### src/rtl/dcs_rx_decoder_if.sv
// -----------------------------------------------------------------------------
// dcs_rx_decoder_if
// Handshake and data bundle between the demodulator frame buffer, the
// dcs_rx_decoder and the downstream CRC-16 checker / link layer.
//
// Signals:
//   in_valid   producer -> decoder  frame_in carries a frame
//   in_ready   decoder  -> producer decoder can accept a frame
//   frame_in   producer -> decoder  96-bit interleaved codeword
//   out_valid  decoder  -> consumer result valid
//   out_ready  consumer -> decoder  consumer takes the result
//   data_out   decoder  -> consumer 48-bit decoded word, b_0 at bit 47
//   err_cnt    decoder  -> consumer parity-mismatch count of the frame
//   frame_err  decoder  -> consumer err_cnt above threshold
//   crc_ok     decoder  -> consumer CRC-16 match (0 unless RX_CRC_CHECK_EN)
//
// Modports: master = frame source / result sink side, slave = decoder side.
// -----------------------------------------------------------------------------
interface dcs_rx_decoder_if #(
   parameter int ERR_CNT_W = 6
);
   logic                 in_valid;
   logic                 in_ready;
   logic [95:0]          frame_in;
   logic                 out_valid;
   logic                 out_ready;
   logic [47:0]          data_out;
   logic [ERR_CNT_W-1:0] err_cnt;
   logic                 frame_err;
   logic                 crc_ok;

   modport master (
      output in_valid, frame_in, out_ready,
      input  in_ready, out_valid, data_out, err_cnt, frame_err, crc_ok
   );

   modport slave (
      input  in_valid, frame_in, out_ready,
      output in_ready, out_valid, data_out, err_cnt, frame_err, crc_ok
   );
endinterface

### src/rtl/dcs_rx_decoder.sv
// -----------------------------------------------------------------------------
// dcs_rx_decoder
// Receive-side DCS FEC decoder. Accepts one 96-bit interleaved frame,
// deinterleaves it, then decodes the 48 rate-1/2 symbol pairs serially, one
// pair per clock. Each pair yields one data bit and one parity consistency
// check; mismatches are counted (saturating) in err_cnt.
//
// Ports:
//   clk    rising-edge clock
//   rst_n  asynchronous active-low reset; aborts any frame in flight
//   s_bus  dcs_rx_decoder_if.slave (in_valid/in_ready/frame_in,
//          out_valid/out_ready/data_out/err_cnt/frame_err/crc_ok)
//
// Parameters:
//   ERR_CNT_W   width of err_cnt, saturates at 2^ERR_CNT_W-1
//   ERR_THRESH  frame_err = err_cnt > ERR_THRESH
//
// Optional feature macro: RX_CRC_CHECK_EN
//   Defined   : serial CRC-16 (x^16+x^15+x^2+1, init FFFF) over b_0..b_31,
//               crc_ok in DONE when it equals {b_32..b_47}.
//   Undefined : no CRC logic, crc_ok tied to 0.
//
// Timing: acceptance edge, 48 decode edges, out_valid high afterwards until
// out_valid && out_ready. One frame every 50 clocks at best.
// -----------------------------------------------------------------------------
module dcs_rx_decoder #(
   parameter int ERR_CNT_W  = 6,
   parameter int ERR_THRESH = 0
) (
   input  logic            clk,
   input  logic            rst_n,
   dcs_rx_decoder_if.slave s_bus
);

   typedef enum logic [1:0] {
      ST_IDLE   = 2'd0,
      ST_DECODE = 2'd1,
      ST_DONE   = 2'd2
   } state_t;

   localparam logic [ERR_CNT_W-1:0] ERR_MAX  = '1;
   localparam logic [5:0]           LAST_IDX = 6'd47;

   state_t               r_state;
   state_t               w_state_nxt;
   logic [95:0]          r_cw;       // codeword, current pair always in [95:94]
   logic [47:0]          r_data;     // decoded bits shifted in at bit 0
   logic [2:0]           r_hist;     // [0]=b_n-1, [1]=b_n-2, [2]=b_n-3
   logic [5:0]           r_idx;      // pair index n
   logic [ERR_CNT_W-1:0] r_err;

   logic [95:0]          w_cw;
   logic                 w_accept;
   logic                 w_decoding;
   logic                 w_last;
   logic                 w_p1;
   logic                 w_p0;
   logic                 w_bit;
   logic                 w_mismatch;
   logic                 w_in_ready;
   logic                 w_out_valid;

   // ---------------------------------------------------------------------------
   // Deinterleave: group g = frame_in[95-24g -: 24], codeword byte k =
   // cw[95-8k -: 8]; byte k bits [2g+1:2g] come from group g bits [2k+1:2k].
   // ---------------------------------------------------------------------------
   always_comb begin
      // NOTE: default assignment first so no path through the block leaves the
      // variable unassigned, which would otherwise infer a latch.
      w_cw = '0;
      for (int g = 0; g < 4; g++) begin
         for (int k = 0; k < 12; k++) begin
            w_cw[88 - 8*k + 2*g +: 2] = s_bus.frame_in[72 - 24*g + 2*k +: 2];
         end
      end
   end

   // ---------------------------------------------------------------------------
   // FSM
   // ---------------------------------------------------------------------------
   always_ff @(posedge clk or negedge rst_n) begin
      // NOTE: sequential state uses non-blocking assignments so every register
      // samples pre-edge values regardless of block ordering.
      if (!rst_n) begin
         r_state <= ST_IDLE;
      end else begin
         r_state <= w_state_nxt;
      end
   end

   always_comb begin
      w_state_nxt = r_state;
      w_in_ready  = 1'b0;
      w_out_valid = 1'b0;
      unique case (r_state)
         ST_IDLE: begin
            w_in_ready = 1'b1;
            if (s_bus.in_valid) begin
               w_state_nxt = ST_DECODE;
            end
         end
         ST_DECODE: begin
            if (w_last) begin
               w_state_nxt = ST_DONE;
            end
         end
         ST_DONE: begin
            w_out_valid = 1'b1;
            if (s_bus.out_ready) begin
               w_state_nxt = ST_IDLE;
            end
         end
         default: begin
            w_state_nxt = ST_IDLE;
         end
      endcase
   end

   assign w_accept   = (r_state == ST_IDLE) && s_bus.in_valid;
   assign w_decoding = (r_state == ST_DECODE);
   assign w_last     = (r_idx == LAST_IDX);

   // ---------------------------------------------------------------------------
   // Pair decode. The encoder gives P1 = b_n^b_n-2^b_n-3 and
   // P0^P1 = b_n-1, so the data bit is recovered from P1 and history, and
   // P0^P1 is cross-checked against the previous decoded bit.
   // ---------------------------------------------------------------------------
   assign w_p1       = r_cw[95];
   assign w_p0       = r_cw[94];
   assign w_bit      = w_p1 ^ r_hist[1] ^ r_hist[2];
   assign w_mismatch = (w_p0 ^ w_p1) != r_hist[0];

   always_ff @(posedge clk or negedge rst_n) begin
      if (!rst_n) begin
         r_cw   <= '0;
         r_data <= '0;
         r_hist <= '0;
         r_idx  <= '0;
         r_err  <= '0;
      end else if (w_accept) begin
         r_cw   <= w_cw;
         r_hist <= '0;
         r_idx  <= '0;
         r_err  <= '0;
      end else if (w_decoding) begin
         r_cw   <= {r_cw[93:0], 2'b00};
         r_data <= {r_data[46:0], w_bit};
         r_hist <= {r_hist[1:0], w_bit};
         r_idx  <= r_idx + 6'd1;
         if (w_mismatch && (r_err != ERR_MAX)) begin
            r_err <= r_err + 1'b1;
         end
      end
   end

   // ---------------------------------------------------------------------------
   // Optional CRC-16 over b_0..b_31, compared with b_32..b_47 in DONE.
   // ---------------------------------------------------------------------------
`ifdef RX_CRC_CHECK_EN
   logic [15:0] r_crc;
   logic        w_fb;

   assign w_fb = w_bit ^ r_crc[15];

   always_ff @(posedge clk or negedge rst_n) begin
      if (!rst_n) begin
         r_crc <= 16'hFFFF;
      end else if (w_accept) begin
         r_crc <= 16'hFFFF;
      end else if (w_decoding && (r_idx < 6'd32)) begin
         r_crc <= {r_crc[14] ^ w_fb, r_crc[13:2], r_crc[1] ^ w_fb, r_crc[0], w_fb};
      end
   end

   assign s_bus.crc_ok = (r_state == ST_DONE) && (r_crc == r_data[15:0]);
`else
   assign s_bus.crc_ok = 1'b0;
`endif

   // ---------------------------------------------------------------------------
   // Outputs
   // ---------------------------------------------------------------------------
   assign s_bus.in_ready  = w_in_ready;
   assign s_bus.out_valid = w_out_valid;
   assign s_bus.data_out  = r_data;
   assign s_bus.err_cnt   = r_err;
   assign s_bus.frame_err = (int'(r_err) > ERR_THRESH);

endmodule

### src/flat_wrapper.sv
// flat-port wrapper written by rule: the top's interface ports become plain ports
module dcs_rx_decoder_flat 
#(
   parameter int ERR_CNT_W  = 6,
   parameter int ERR_THRESH = 0
)
  (clk, rst_n, s_bus_in_valid, s_bus_frame_in, s_bus_out_ready, s_bus_in_ready, s_bus_out_valid, s_bus_data_out, s_bus_err_cnt, s_bus_frame_err, s_bus_crc_ok);
  dcs_rx_decoder_if #(.ERR_CNT_W(ERR_CNT_W)) s_bus_i ();
  input  logic clk;
  input  logic rst_n;
  input wire logic [$bits(s_bus_i.in_valid)-1:0] s_bus_in_valid;
  input wire logic [$bits(s_bus_i.frame_in)-1:0] s_bus_frame_in;
  input wire logic [$bits(s_bus_i.out_ready)-1:0] s_bus_out_ready;
  output wire logic [$bits(s_bus_i.in_ready)-1:0] s_bus_in_ready;
  output wire logic [$bits(s_bus_i.out_valid)-1:0] s_bus_out_valid;
  output wire logic [$bits(s_bus_i.data_out)-1:0] s_bus_data_out;
  output wire logic [$bits(s_bus_i.err_cnt)-1:0] s_bus_err_cnt;
  output wire logic [$bits(s_bus_i.frame_err)-1:0] s_bus_frame_err;
  output wire logic [$bits(s_bus_i.crc_ok)-1:0] s_bus_crc_ok;
  assign s_bus_i.in_valid = s_bus_in_valid;
  assign s_bus_i.frame_in = s_bus_frame_in;
  assign s_bus_i.out_ready = s_bus_out_ready;
  assign s_bus_in_ready = s_bus_i.in_ready;
  assign s_bus_out_valid = s_bus_i.out_valid;
  assign s_bus_data_out = s_bus_i.data_out;
  assign s_bus_err_cnt = s_bus_i.err_cnt;
  assign s_bus_frame_err = s_bus_i.frame_err;
  assign s_bus_crc_ok = s_bus_i.crc_ok;
  dcs_rx_decoder #(.ERR_CNT_W(ERR_CNT_W), .ERR_THRESH(ERR_THRESH)) u_core (.clk(clk), .rst_n(rst_n), .s_bus(s_bus_i));
endmodule
### config.mk
export PLATFORM = sky130hd
export DESIGN_NAME = dcs_rx_decoder_flat
export DESIGN_NICKNAME = d
export VERILOG_FILES = /design/src/rtl/dcs_rx_decoder_if.sv /design/src/rtl/dcs_rx_decoder.sv /design/src/flat_wrapper.sv
export SDC_FILE = /design/constraint.sdc
export NUM_CORES = 1
export LEC_CHECK = 0
export CORE_UTILIZATION = 50
export CTS_CLUSTER_SIZE = 10
export DETAILED_ROUTE_END_ITERATION = 8
export PLACE_DENSITY = 0.79
export SLEW_MARGIN = 20
export SYNTH_ARGS = -nofsm -noshare
export SYNTH_HDL_FRONTEND = slang
export SYNTH_SLANG_ARGS = --single-unit
### constraint.sdc
create_clock -name clk -period 1.75 [get_ports clk]
set_input_delay 0.35 -clock clk [delete_from_list [all_inputs] [get_ports clk]]
set_output_delay 0.35 -clock clk [all_outputs]
set_load 0.005 [all_outputs]
==> qor.yml, run 1 <==
outcome:
  status: "finished, final reports clean"
finish:
  drive_gt1_frac: 0.0867
  final_common_cell: "nand2_1"
  num_antenna_cells: 0
  nets: 967
  areaGrowthSynthToFinish_pct: 38.4
  nFillCells: 890
  layout_common_cells: "nand2_1 (345), dfrtp_1 (159), clkdlybuf4s50_1 (145), a22oi_1 (94), clkbuf_16 (17)"
setup_path:
  worstReg2RegStart: "u_core.r_hist[0]"
  crit_chain: "clkdlybuf4s50_1"
  start_kind: "register"
  crit_path_max_fanout: 6
  crit_path_end_kind: "primary output"
  path_delay_family: "buffers and inverters"
  startpoint: "u_core.s_bus.err_cnt[3]"
  slowest_stage: "clkdlybuf4s50_1"
  crit_buf_inv: 1
  crit_type: "register to primary output"
  arrival_ns: 1.36
  crit_required_ns: 1.40
  slowest_delay_ns: 0.53
power_and_ir_drop:
  peakVddDrop_uv: 1140
  p_leak_nw: 4.59
  power.share.clock: 0.325
  switching_share: 0.264
  power.total_mw: 11.2
  p_int_mw: 8.22
  switchingPower_mw: 2.94
  p_comb_frac: 0.234
  seq_power_share: 0.441
  powerDensity_mw_per_mm2: 1210
clock_network:
  cts_buffers: 17
  clk_pin_slew_ns: 0.06
  cts-root-buf: "clkbuf_16"
  cts_buffer_depth: 2
  cts_sinks: 161
  clk_latency_ns: 0.42
  cts_tree: "built"
  htree_levels: 4
die:
  die_height_um: 117
  io_pins: 158
  fp.dieW_um: 117
  core-area_mm2: 0.0128
  start_util: 0.521
  dieArea_mm2: 0.0138
  rows: 41
synth:
  syn_area_mm2: 0.00665
  yosys.area.top_type: "dfrtp_1"
  yosysSeqAreaShare: 0.606
  synthCells: 707
  synth_top_area_share: 0.606
  yosysWarnings: 0
  avgSynthCellArea_um2: 9.41
  synth_seq_cells: 161
  syn-num-nets: 810
  synth_cell_types: 37
  synthTopCellsByArea: "dfrtp_1 (61%), nand2_1 (19%), a22oi_1 (11%)"
drt:
  firstDrtPassIters: 5
  drt_iter0_drc: 421
  drcViolationCount: 0
  post_drt_wl_per_cell_um: 15.6
  vias: 5556
  ant_nets: 0
  wirelength_um: 16400
  vias_per_cell: 5.30
timing:
  hold_violations: 0
  slew_viol_final: 0
  min_period_over_period: 0.980
  setup_violations: 0
  fin_tns_setup_ns: 0
  skew_ns: 0.00523
  layout_setup_ws_ns: 0.0354
  fmax_ghz: 0.583
  maxSlewHeadroom: 0.661
  final.min_clock_period_ns: 1.71
  rsz0062_at_grt: "yes"
  worstMarginPinSlew_ns: 0.509
place:
  pre_cts_slack_ns: -0.0132
  gp_routability_congestion: 0.795
  dpl.hpwl_um: 10500
  portBuffers: 156
grt:
  grt_use_total: 0.246
  grt_pass1_wl_um: 26900
  antenna_found_initial: 0
  overflow: 0
  grt_max_degree: 75
  grt_pass1_vias: 5658
worst_hold_path:
  hold_path_class: "primary input to async pin"
run:
  drv_cap: 0
## metal layers
layer / vias up / GRT usage / share of wire
li1: 2663 / - / -
met1: 2683 / 0.299 / 0.42
met2: 182 / 0.402 / 0.48
met3: 28 / 0.0822 / 0.079
met4: 0 / 0.0974 / 0.017
met5: - / 0 / 0
## timing repair
item | in CTS | in global routing
pin swaps | 1 | 1
gates resized for setup | 14 | 14
gates cloned | 0 | 1
endpoints found under the hold margin | 43 | 0
endpoints found under the setup margin | 10 | 6
hold buffers | 1 | 0
setup buffers | 2 | 3
## power groups by stage
stage               clock network [mW]  registers [mW]  logic [mW]
floorplan                            0            4.95       0.627
global placement                     0            4.91        2.42
detailed placement                   0            4.94        2.47
CTS                               3.70            4.91        2.54
global route                      3.83            4.99        2.87
finish                            3.63            4.92        2.61
## cells in the mapped netlist
master	number
or3_1	1
and3_1	1
buf_2	14
buf_4	1
and3b_1	1
buf_6	1
nor2b_1	2
o31ai_1	2
a21o_1	2
nor4_1	1
xor2_1	1
o21ai_0	12
dfrtp_1	161
or2b_2	1
a311o_1	1
clkbuf_1	28
a31o_2	1
nor3b_1	1
conb_1	1
nor2_1	4
nand2_2	1
nand2_1	345
nand4_1	1
xnor3_1	1
a22oi_1	94
xnor2_1	1
inv_1	5
o211ai_1	2
nand3b_1	1
o31ai_2	2
nor3_1	3
o211ai_2	2
nand3_1	6
ha_1	3
a22o_1	1
buf_1	1
a21oi_1	1
## path summary, 6_finish.rpt
| path | depth (start not counted) | to | slack, ns |
|---|---|---|---|
| min in group clk | 2 | u_core.r_cw[9] | 0.48 |
| max in group asynchronous | 3 | u_core.s_bus.err_cnt[1] | 0.71 |
| max reg2reg | 4 | u_core.s_bus.err_cnt[3] | 0.06 |
| max | 1 | s_bus_err_cnt[3] | 0.04 |
| min reg2reg | 2 | u_core.r_cw[9] | 0.48 |
| min | 2 | u_core.r_cw[18] | 0.46 |
## cell type report
| type | instances | area, µm² | area share |
|---|---|---|---|
| clock inverter | 9 | 105 | 0.0114 |
| timing repair buffer | 182 | 1900 | 0.206 |
| sequential | 161 | 4030 | 0.438 |
| clock buffer | 23 | 478 | 0.0519 |
| inverter | 5 | 18.8 | 0.00204 |
| multi-input combinational | 497 | 2460 | 0.267 |
| tap | 172 | 215 | 0.0234 |
## stage by stage
stage                     hold slack, ns  instances   util  area, µm²
after global routing               0.493       1049  0.721       9210
after floorplan                   0.0544        707      -       6650
after detailed placement           0.316       1010  0.668       8530
final                              0.464       1049  0.721       9210
after CTS                          0.455       1045  0.716       9140
after global placement             0.314       1010  0.668       8530
## registers in the layout (all words and copies together), names as in the netlist
signal,cells
u_core.s_bus.err_cnt,6
u_core.r_idx,6
u_core.s_bus.data_out,48
u_core.r_state,2
u_core.r_hist,3
u_core.r_cw,96
## logic make-up (layout without fill, tap and decap cells)
family	Yosys count	in the layout	share of synthesized area
DFF	161	161	0.606
other	1	1	0.000564
and+or+nand+nor	369	369	0.215
AOI/OAI and AO/OA	120	121	0.134
adders and majority gates	3	3	0.00564
xor gates and xnor gates	3	3	0.00602
buffers and inverters	50	219	0.0325
Note: power is estimated with default switching activity, not from simulation.
==> run 2, diff against run 1 <==
--- a/config.mk
+++ b/config.mk
@@ -8,6 +8,7 @@
 export CORE_UTILIZATION = 50
 export CTS_CLUSTER_SIZE = 10
 export DETAILED_ROUTE_END_ITERATION = 8
+export GPL_TIMING_DRIVEN = 0
 export PLACE_DENSITY = 0.79
 export SLEW_MARGIN = 20
 export SYNTH_ARGS = -nofsm -noshare
==> qor.yml, run 2 (synthesis results as in run 1) <==
timing:
  final.min_clock_period_ns: 1.74
  slew_viol_final: 0
  hold_violations: 0
  fin_tns_setup_ns: 0
  hold_slack_ns: 0.469
  rsz0062_at_grt: "yes"
  skew_ns: 0.00734
  fmax_ghz: 0.576
  setup_violations: 0
  min_period_over_period: 0.992
finish:
  postLayoutCoreUtil: 0.725
  nets: 1006
  finalInstanceArea_mm2: 0.00926
  num_antenna_cells: 0
  drive_gt1_frac: 0.114
  layout_common_cells: "nand2_1 (345), dfrtp_1 (156), clkdlybuf4s50_1 (145), a22oi_1 (94), clkbuf_16 (17)"
  areaGrowthSynthToFinish_pct: 39.3
  final_common_cell: "nand2_1"
  layout.cells.non_filler: 1087
  largest_reg_flops: 96
  regMostFlops: "u_core.r_cw"
drt:
  post_drt_wl_per_cell_um: 15.5
  ant_nets: 0
  vias: 5791
  wirelength_um: 16900
  drt_iter0_drc: 344
  vias_per_cell: 5.33
  drcViolationCount: 0
  firstDrtPassIters: 5
grt:
  antenna_found_initial: 0
  grt_pass1_wl_um: 27300
  grt_max_degree: 100
  grt_use_total: 0.248
  grt_pass1_vias: 5680
  overflow: 0
die:
  rows: 41
  io_pins: 158
  fp.dieW_um: 117
  dieArea_mm2: 0.0138
  start_util: 0.521
  die_height_um: 117
  core-area_mm2: 0.0128
clock_network:
  clk_latency_ns: 0.42
  cts-root-buf: "clkbuf_16"
  cts_tree: "built"
  cts_buffer_depth: 2
  cts_buffers: 17
  cts_sinks: 161
  htree_levels: 4
  clk_pin_slew_ns: 0.06
power_and_ir_drop:
  powerDensity_mw_per_mm2: 1190
  p_leak_nw: 4.68
  peakVddDrop_uv: 988
place:
  placement.cell_area_mm2: 0.00846
  gp_routability_congestion: 0.813
  dpl.hpwl_um: 11000
  dp_cells: 1036
  portBuffers: 156
outcome:
  status: "finished, final reports clean"
setup_path:
  crit_required_ns: 2.04
  crit_type: "register to register"
  arrival_ns: 2.03
  start_kind: "register"
  crit_path_end_kind: "register"
  crit_path_max_fanout: 5
worst_hold_path:
  hold_path_class: "primary input to async pin"
run:
  drv_cap: 0
run 2: where the power goes:
| part | internal, mW | switching (mW) |
|---|---|---|
| Combinational | 1.70 | 1.02 |
| Sequential | 4.36 | 0.537 |
| Clock | 1.97 | 1.44 |
| Total | 8.04 | 2.99 |
run 2: cell type report:
type	count	area (µm²)
multi-input combinational	496	2460
clock inverter	10	88.8
sequential	161	4040
timing repair buffer	177	1760
tap	172	215
inverter	5	18.8
buffer	45	228
clock buffer	21	450
fill	908	3510
run 2: worst paths after layout:
path / start / cells past startpoint / slack, ns / to
setup / recovery: u_core.s_bus.err_cnt[4] / 7 / 0.01 / u_core.s_bus.err_cnt[3]
hold / removal: rst_n / 2 / 0.47 / u_core.r_cw[24]
setup reg to reg: u_core.s_bus.err_cnt[4] / 7 / 0.01 / u_core.s_bus.err_cnt[3]
hold reg to reg: u_core.r_cw[7] / 2 / 0.48 / u_core.r_cw[7]
max in group asynchronous: rst_n / 3 / 0.44 / u_core.r_cw[73]
min in group clk: u_core.r_cw[7] / 2 / 0.48 / u_core.r_cw[7]
run 2: per-stage QoR:
| step | total power, mW | setup WS, ns |
|---|---|---|
| floorplan | 5.58 | 0.0966 |
| global placement | 7.25 | -5.93 |
| detailed placement | 7.33 | -0.724 |
| CTS | 10.9 | -0.184 |
| global route | 11.6 | -0.0281 |
| finish | 11.0 | 0.0133 |
run 2: timing repair:
| action | in CTS | in global routing |
|---|---|---|
| cloned | 1 | 0 |
| pin swaps | 2 | 5 |
| endpoints found under the setup margin | 160 | 127 |
| hold buffers | 1 | 0 |
| resized for setup | 24 | 41 |
| hold endpoints to repair | 62 | 0 |
| buffers inserted | 6 | 12 |
run 2: layer usage:
layer	global-route usage	up-vias	wire (µm)
met5	0	-	0
met4	0.0771	0	268
met3	0.0885	24	1370
met2	0.392	179	7930
met1	0.320	2852	7290
li1	-	2736	-
run 2: critical path, cell delays in order (launching register included):
cell      delay, ns
dfrtp_1        0.40
buf_4          0.15
buf_6          0.11
buf_4          0.14
a311o_1        0.39
buf_6          0.15
o211ai_2       0.17
o31ai_2        0.10
==> variant: new RTL, flow settings as in run 2 <==
The option `RX_CRC_CHECK_EN` is turned on by a define.
--- a/src/rtl/dcs_rx_decoder.sv
+++ b/src/rtl/dcs_rx_decoder.sv
@@ -25,2 +25,4 @@
 // -----------------------------------------------------------------------------
+`define RX_CRC_CHECK_EN
+
 module dcs_rx_decoder #(
Formal check against the unedited RTL: no difference found for any inputs over 10 cycles, from zero or initial values and one cycle with rst_n low; that may be too few to reach the edited logic, so the function may still have changed.
==> variant against run 2 <==
- the run now ends with negative setup slack left
- fmax down 16%
- setup slack lost 0.33 ns
- cell area up 11%
- synthesized area up 12%
- via count up 7.2%
- first-iteration DRC count rose by 35%
- die area increased by 12%
- register-to-register slack better by 0.08 ns
- wire length rose by 5.4%
- sequential cell count is 16 higher
- largest cell class unchanged
Power is not compared: it rests on default switching activity, and its combinational part moved more than twofold at a synthesized area within 25%.
==> variant: results <==
group,metric,value,unit
status,outcome,"complete, but fails checks",
status,violations,"negative setup slack",
timing,fin_ws,-0.317,ns
logic_synthesis,synthAdderAreaFrac,0.00502,
worst_setup_path,cp.arrival,1.72,ns
placed_design,io_buffers,157,
placed_design,dp_slack,-0.453,ns
routing,vias,6208,
global_routing,grtUsageTotal,0.237,
logic_synthesis,synth_compound_area_frac,0.133,
placed_design,place_area,9330,µm²
global_routing,gr-usage-met2,0.357,
logic_synthesis,ys_top_cells_by_area,"dfrtp_1 (54%), nand2_1 (17%), a22oi_1 (9.4%)",
routing,drt-total-wl,17800,µm
logic_synthesis,synth_xor_area_frac,0.0296,
global_routing,grt_pass1_vias,5915,
timing,fin_worst_skew,0.0127,ns
logic_synthesis,yosysSeqAreaShare,0.596,
logic_synthesis,synth_common_cells,"nand2_1 (347), dfrtp_1 (161), a22oi_1 (94)",
routing,drtIter0Drc,466,
logic_synthesis,synth_cell_types,36,
timing,finalSetupViolations,1,
global_routing,grt_pass1_wl,29100,µm
global_routing,grt_max_degree,72,
layout,nNetsFinal,1081,
placed_design,routabilityCongestion,0.778,
-- variant: stage by stage --
step / TNS, ns / power [mW] / instances / util / hold slack [ns]
after floorplan: 0 / 10.9 / 770 / - / 0.0544
after global placement: -1217.92 / 13.1 / 1111 / 0.638 / 0.458
after detailed placement: -38.93 / 13.4 / 1113 / 0.642 / 0.284
after CTS: -0.361 / 17.5 / 1159 / 0.696 / 0.443
after global routing: -0.538 / 18.9 / 1175 / 0.707 / 0.459
final: -0.317 / 17.7 / 1175 / 0.707 / 0.431
-- variant: final cells by class --
class	count	area, µm²	area share
Inverter	5	18.8	0.00183
Clock inverter	8	100	0.00974
Timing Repair Buffer	189	1870	0.182
Tap cell	184	230	0.0224
Clock buffer	24	512	0.0498
Buffer	48	274	0.0267
Sequential cell	177	4460	0.434
Multi-Input combinational cell	540	2820	0.274
-- variant: what timing repair did --
action,CTS,global route
setup buffers,13,16
cloned,0,0
hold buffers,1,0
setup endpoints to repair,11,167
pin swaps,8,3
endpoints found under the hold margin,43,0
resized for setup,38,21
-- variant: path summary, 6_finish.rpt --
check | startpoint | endpoint | cells after the start
max | u_core.r_crc[4] | s_bus_crc_ok | 5
min | rst_n | u_core.s_bus.err_cnt[4] | 2
max reg2reg | u_core.r_state[1] | u_core.s_bus.err_cnt[3] | 7
min reg2reg | u_core.r_cw[38] | u_core.r_cw[38] | 2
max in group asynchronous | rst_n | u_core.r_crc[14] | 3
min in group clk | u_core.r_cw[38] | u_core.r_cw[38] | 2
-- variant: critical path, stage by stage (launching register included) --
cell and delay, ns:
dfstp_2 0.55, xor2_1 0.07, nor4_1 0.29, nand4_1 0.14, nor3_2 0.11, buf_2 0.13
